## config.mk

```make
export PLATFORM = sky130hd
export DESIGN_NAME = multi_debounce
export DESIGN_NICKNAME = d
export VERILOG_FILES = /design/src/rtl/multi_debounce.sv
export SDC_FILE = /design/constraint.sdc
export NUM_CORES = 1
export LEC_CHECK = 0
export BUFFER_PORTS_ARGS = -buffer_cell sky130_fd_sc_hd__buf_2
export CAP_MARGIN = 20
export CORE_ASPECT_RATIO = 2
export CORE_UTILIZATION = 57
export CTS_BUF_LIST = sky130_fd_sc_hd__clkbuf_16
export DETAILED_ROUTE_END_ITERATION = 6
export PLACE_DENSITY = 0.8
export REMOVE_ABC_BUFFERS = 1
export SLEW_MARGIN = 5
export SYNTH_ARGS = -nofsm -noshare
export SYNTH_HDL_FRONTEND = slang
export SYNTH_SLANG_ARGS = --single-unit
```

## constraint.sdc

```tcl
create_clock -name clk -period 2.31 [get_ports clk]
set_clock_uncertainty 0.1 [all_clocks]
set_input_delay 0.462 -clock clk [delete_from_list [all_inputs] [get_ports clk]]
set_output_delay 0.462 -clock clk [all_outputs]
set_load 0.01 [all_outputs]
```

## src/rtl/multi_debounce.sv

```systemverilog
// Multi-channel debouncer: per-channel synchroniser, stability counter and
// 4-state FSM with separate rise/fall debounce times and registered
// one-cycle rise/fall strobes.
module multi_debounce #(
  parameter int                NUM_CH      = 4,
  parameter int                RISE_CYCLES = 500000,
  parameter int                FALL_CYCLES = 500000,
  parameter int                SYNC_STAGES = 2,
  parameter logic [NUM_CH-1:0] INIT_VAL    = '0
) (
  input  logic              clk,
  input  logic              reset,
  input  logic [NUM_CH-1:0] noisy,
  output logic [NUM_CH-1:0] debounced,
  output logic [NUM_CH-1:0] rise,
  output logic [NUM_CH-1:0] fall,
  output logic              any_change
);

  localparam int MAX_CYC = (RISE_CYCLES > FALL_CYCLES) ? RISE_CYCLES : FALL_CYCLES;
  localparam int CNT_W   = $clog2(MAX_CYC + 1);

  localparam logic [CNT_W-1:0] RISE_LAST = CNT_W'(RISE_CYCLES - 1);
  localparam logic [CNT_W-1:0] FALL_LAST = CNT_W'(FALL_CYCLES - 1);
  localparam logic [CNT_W-1:0] CNT_ONE   = CNT_W'(1);

  typedef enum logic [1:0] {
    ST_LOW       = 2'd0,
    ST_WAIT_HIGH = 2'd1,
    ST_HIGH      = 2'd2,
    ST_WAIT_LOW  = 2'd3
  } state_e;

  logic [NUM_CH-1:0] sync_q [SYNC_STAGES];
  logic [NUM_CH-1:0] sync_d [SYNC_STAGES];
  state_e            state_q [NUM_CH];
  state_e            state_d [NUM_CH];
  logic [CNT_W-1:0]  cnt_q [NUM_CH];
  logic [CNT_W-1:0]  cnt_d [NUM_CH];
  logic [NUM_CH-1:0] deb_q, deb_d;
  logic [NUM_CH-1:0] rise_q, rise_d;
  logic [NUM_CH-1:0] fall_q, fall_d;
  logic              any_q, any_d;
  logic [NUM_CH-1:0] s;

  assign s = sync_q[SYNC_STAGES-1];

  // Synchroniser shift chain: stage 0 captures the raw inputs.
  always_comb begin
    sync_d[0] = noisy;
    for (int k = 1; k < SYNC_STAGES; k++) begin
      sync_d[k] = sync_q[k-1];
    end
  end

  // Per-channel FSM next-state, counter and registered-output logic.
  always_comb begin
    // NOTE: every signal gets a default before the case so no path leaves
    // it unassigned, which would otherwise infer a latch.
    deb_d  = deb_q;
    rise_d = '0;
    fall_d = '0;
    for (int i = 0; i < NUM_CH; i++) begin
      state_d[i] = state_q[i];
      cnt_d[i]   = cnt_q[i];
      case (state_q[i])
        ST_LOW: begin
          deb_d[i] = 1'b0;
          if (s[i]) begin
            state_d[i] = ST_WAIT_HIGH;
            cnt_d[i]   = CNT_ONE;
          end else begin
            cnt_d[i] = '0;
          end
        end
        ST_WAIT_HIGH: begin
          if (!s[i]) begin
            state_d[i] = ST_LOW;
            cnt_d[i]   = '0;
          end else if (cnt_q[i] == RISE_LAST) begin
            state_d[i] = ST_HIGH;
            deb_d[i]   = 1'b1;
            rise_d[i]  = 1'b1;
            cnt_d[i]   = '0;
          end else begin
            cnt_d[i] = cnt_q[i] + CNT_ONE;
          end
        end
        ST_HIGH: begin
          deb_d[i] = 1'b1;
          if (!s[i]) begin
            state_d[i] = ST_WAIT_LOW;
            cnt_d[i]   = CNT_ONE;
          end else begin
            cnt_d[i] = '0;
          end
        end
        ST_WAIT_LOW: begin
          if (s[i]) begin
            state_d[i] = ST_HIGH;
            cnt_d[i]   = '0;
          end else if (cnt_q[i] == FALL_LAST) begin
            state_d[i] = ST_LOW;
            deb_d[i]   = 1'b0;
            fall_d[i]  = 1'b1;
            cnt_d[i]   = '0;
          end else begin
            cnt_d[i] = cnt_q[i] + CNT_ONE;
          end
        end
        default: begin
          // Safe recovery from a corrupted encoding.
          state_d[i] = ST_LOW;
          deb_d[i]   = 1'b0;
          cnt_d[i]   = '0;
        end
      endcase
    end
    any_d = |(rise_d | fall_d);
  end

  // State registers with asynchronous active-low reset.
  always_ff @(posedge clk or negedge reset) begin
    if (!reset) begin
      for (int k = 0; k < SYNC_STAGES; k++) begin
        sync_q[k] <= INIT_VAL;
      end
      for (int i = 0; i < NUM_CH; i++) begin
        state_q[i] <= INIT_VAL[i] ? ST_HIGH : ST_LOW;
        cnt_q[i]   <= '0;
      end
      deb_q  <= INIT_VAL;
      rise_q <= '0;
      fall_q <= '0;
      any_q  <= 1'b0;
    end else begin
      // NOTE: non-blocking assignments so every flop samples pre-edge values.
      sync_q  <= sync_d;
      state_q <= state_d;
      cnt_q   <= cnt_d;
      deb_q   <= deb_d;
      rise_q  <= rise_d;
      fall_q  <= fall_d;
      any_q   <= any_d;
    end
  end

  assign debounced  = deb_q;
  assign rise       = rise_q;
  assign fall       = fall_q;
  assign any_change = any_q;

endmodule

```

Word level (Yosys, flattened, before mapping) --
Index checks and enable logic that the tools add are counted.
Operators by class: add/subtract/negate cells 4, equality and inequality tests 48, muxes and demuxes 92, bitwise operators 1, reductions and logical operators 13
Operator list (number):
- case mux 19 bit (4 select lines) | 4
- two-way mux 19 bit | 12
- adder 19 x 1 -> 19 bit, second input constant | 4
- == test 19 bit, second input constant | 4
- two-way mux 2 bit | 24
- inequality test 2 bit, second input constant | 24
- two-way mux 1 bit | 44
- case mux 2 bit (4 select lines) | 4
- AND reduction 4 bit | 8
- inequality test 3 bit, second input constant | 8
- == test 2 bit, second input constant | 8
- case mux 1 bit (4 select lines) | 4
- == test 2 x 1 -> 1 bit, second input constant | 4
- zero test 2 bit | 4
- bitwise OR 4 bit | 1
- OR reduction 4 bit | 1
Word-level totals: register bits after elaboration 105, input port bits 6, logic and storage cells 175

Longest topological paths before layout --
depth after elaboration 6, mapped depth 9, gate-level depth less buffers 7

Worst setup path after synthesis --
Ideal clock, no wire load.
path type reg-to-reg, start register cnt_q[19] in the netlist's numbering, end register cnt_q[27] in the netlist's numbering, setup time 0.071 ns, data arrival time 1.865 ns, data required time 2.139 ns, setup slack 0.273 ns, cell stages (with the launch flop) 10, clock period less this slack 2.037 ns, path through dfrtp_1 > ha_1 > and3_1 > buf_2 > nand3_1 > nor2_1 > or3_1 > buf_2 > buf_2 > nor2_1
RTL lines:
- start: declaration | RTL line 38 | logic [CNT_W-1:0] cnt_q [NUM_CH];
- start signal: assignment | RTL line 140 | cnt_q <= cnt_d;

==> flow_metrics.tcl <==
set metrics [dict create \
    maxSlewHeadroom_pct 63.5 \
    worst_pin_slew_ps 541 \
    num_io_pins 19 \
    fp.dieArea_um2 9830 \
    netlist_area_um2 5370 \
    overflow 0 \
    worstPathArrival_ps 2220 \
    setup_viol 0 \
    endpoint_kind "flop" \
    p_total_mw 5.21 \
    detail_route.wirelength_mm 10.5 \
    ys_seq_elements 105 \
    syn_to_final_growth_pct 9.28 \
    drtIter0Drc 191 \
    clockBufferDepth 2 \
    min_path_type "input port to flop" \
    synth_top_cells_by_area "dfrtp_1 49%, nor2_1 6.9%, xor2_1 5.9%" \
    die_y_um 139 \
    final_cell_area_um2 5860 \
    crit_path_max_incr_delay_ps 510 \
    p_per_area_nw_per_um2 889 \
    clk_latency_ps 350 \
    async_flop_share_pct 100 \
    r2r-start "cnt_q[44]$_DFF_PN0_" \
    cp-start-kind "flop" \
    nNetsFinal 595 \
    cp-startpoint "cnt_q[44]$_DFF_PN0_" \
    drt-pass1-iter-count 6 \
    drive_gt1_share_pct 9.47 \
    p_leak_nw 2.50 \
    fillerInstances 708 \
    cts_sinks 105 \
    fin_setup_tns_ps 0 \
    post-cts-setup-buffers 0 \
    dp_hpwl_mm 7.57 \
    clockRootBuffer "clkbuf_16" \
    antenna_found_initial 0 \
    grt_pass1_vias 4068 \
    placedInstanceArea_um2 5560 \
    drc 4 \
    ff2ff_path_depth 6 \
    yosysMostFrequentCell "dfrtp_1" \
    die_x_um 70.6 \
    violations "DRC" \
    finalCritPeriodShare_pct 90.1 \
    drv_cap 0 \
    io_buffers 18 \
    yosysWarnings 0 \
    cts_tree "yes" \
    synthFlopType "dfrtp_1" \
    vdd_drop_max_v 0.000445 \
    ff2ff_setup_slack_ps 230 \
    cts.clk_slew.worst_paths_ps 70 \
    wl_per_cell_um 15.7 \
    htreeDepth 3 \
    rsz0062_at_grt "no" \
    synth_edf_count 0 \
    place.gp.congestion 0.915 \
    finalWorstPathRequiredPeriod_ps 2080 \
    numCtsBuffers 9 \
    crit_slowest_cell "or4_1" \
    row_count 49 \
    run_status "finished, violations left" \
    ant_nets 0 \
    crit_fanout 18 \
    utilization_pct 64.6 \
    synthTopCellsByCount "105 x dfrtp_1, 99 x nor2_1, 36 x xor2_1" \
    yosysTopAreaCellShare_pct 49.0 \
    post-synth-top-area-cell "dfrtp_1" \
    setup.worst_path.end "cnt_q[48]$_DFF_PN0_" \
    worstPathRequired_ps 2450 \
    grt_usage_pct 23.4 \
    vias 3954 \
    synth-seq-area-share_pct 49.0 \
    multi_input_area_um2 2570 \
    drv_slew 0 \
    viasPerCell 5.88 \
    ff_latch_area_um2 2630 \
    grt_max_degree 46 \
    hold_violations 0 \
    post_synth_num_cell_types 58 \
    core_um2 9070 \
    synth_cells 546 \
    n_antenna_cell 0 \
    r2r_end "cnt_q[48]$_DFF_PN0_" \
    crit_type "flop to flop" \
    synth.avg_cell_area_um2 9.83 \
    fmax_ghz 0.481 \
    initial_core_util_pct 59.1 \
    grt_first_pass_wirelength_mm 18.3 \
    crit_chain "or4_1 > nor4_2 > and2_1 > or3_1 > buf_12 > nor2_1" \
]
-- sequential cells by signal, indices dropped and copies added, names as in the netlist, named ones only --
name        cells
s               4
cnt_q          76
debounced       4
state_q         4
sync_d          4
rise            4
any_change      1
fall            4
-- cells by family (layout without fill, tap and decap cells) --
kind of cell,after synthesis,count (layout),share of synthesized area [%]
XOR/XNOR,67,67,10.9
flip-flops,105,105,49.0
adder cells (fa/ha/maj),24,24,5.60
buffers and inverters,39,63,3.52
AO/OA/AOI/OAI,44,44,5.83
multiplexers,5,5,1.03
AND/OR/NAND/NOR,262,262,24.1
-- power by group --
group | leakage (nW) | internal (mW) | total (mW) | switching [mW]
Clock | 0.131 | 0.729 | 1.41 | 0.680
Combinational | 0.954 | 0.661 | 1.59 | 0.930
Sequential | 1.42 | 2.02 | 2.21 | 0.195
Total | 2.50 | 3.41 | 5.21 | 1.80
-- cell usage in the layout, fill, tap and decap left out, types with 5 or more instances in the layout --
| master | instances |
|---|---|
| clkbuf_16 | 9 |
| and4_1 | 7 |
| o21ai_0 | 10 |
| nand4_1 | 18 |
| nand2_1 | 34 |
| xnor2_1 | 31 |
| nand3_1 | 32 |
| a21oi_1 | 6 |
| inv_1 | 24 |
| xor2_1 | 36 |
| dfrtp_1 | 105 |
| or2_2 | 6 |
| or3_1 | 5 |
| nor2_1 | 99 |
| ha_1 | 23 |
| nor3_1 | 17 |
| buf_2 | 17 |
| and3_1 | 15 |
-- worst max-delay path: cells and delay by family, from the launching register on --
family                 cells  cell delay, ps
and+or+nand+nor            5            1260
DFF                        1             450
buffers and inverters      1             150
-- worst min path at each step --
stage                             start                    endpoint  slack, ps  cells past startpoint
floorplan                         reset  asynchronous set/reset pin         70                      0
global placement    sync_d[2]$_DFF_PN0_              s[2]$_DFF_PN0_        230                      0
detailed placement  sync_d[3]$_DFF_PN0_              s[3]$_DFF_PN0_        240                      0
CTS                            noisy[3]         sync_d[3]$_DFF_PN0_        100                      1
global route                   noisy[3]         sync_d[3]$_DFF_PN0_        100                      1
finish                         noisy[3]         sync_d[3]$_DFF_PN0_        110                      1
-- metal layers --
metal	wire length, um	up-vias	global-route usage (%)	part of all wire, %
li1	-	1904	-	-
met1	4120	1966	25.7	39
met2	5950	63	43.6	57
met3	225	21	3.56	2.1
met4	224	0	10.5	2.1
met5	0	-	0	0
-- through the flow --
step | setup slack, ps | instances | hold slack [ps]
after floorplan | 260 | 529 | 66.4
after global placement | 92.3 | 655 | 232
after detailed placement | 151 | 655 | 236
after CTS | 111 | 672 | 105
after global routing | 32.6 | 672 | 104
final | 229 | 672 | 111
-- layout make-up --
type                            instances  area share (%)
Sequential cell                       105            44.8
Multi-Input combinational cell        402            43.8
Clock buffer                            9            3.84
Timing Repair Buffer                   25            3.16
Tap cell                              102            2.18
Inverter                               22            1.41
Clock inverter                          7           0.811
-- what timing repair did --
| item | in CTS | in global routing |
|---|---|---|
| hold endpoints to repair | 17 | 0 |
| resized for setup | 0 | 4 |
| hold buffers | 1 | 0 |
| endpoints found under the setup margin | 0 | 20 |
Power figures use the tool's default switching activity.
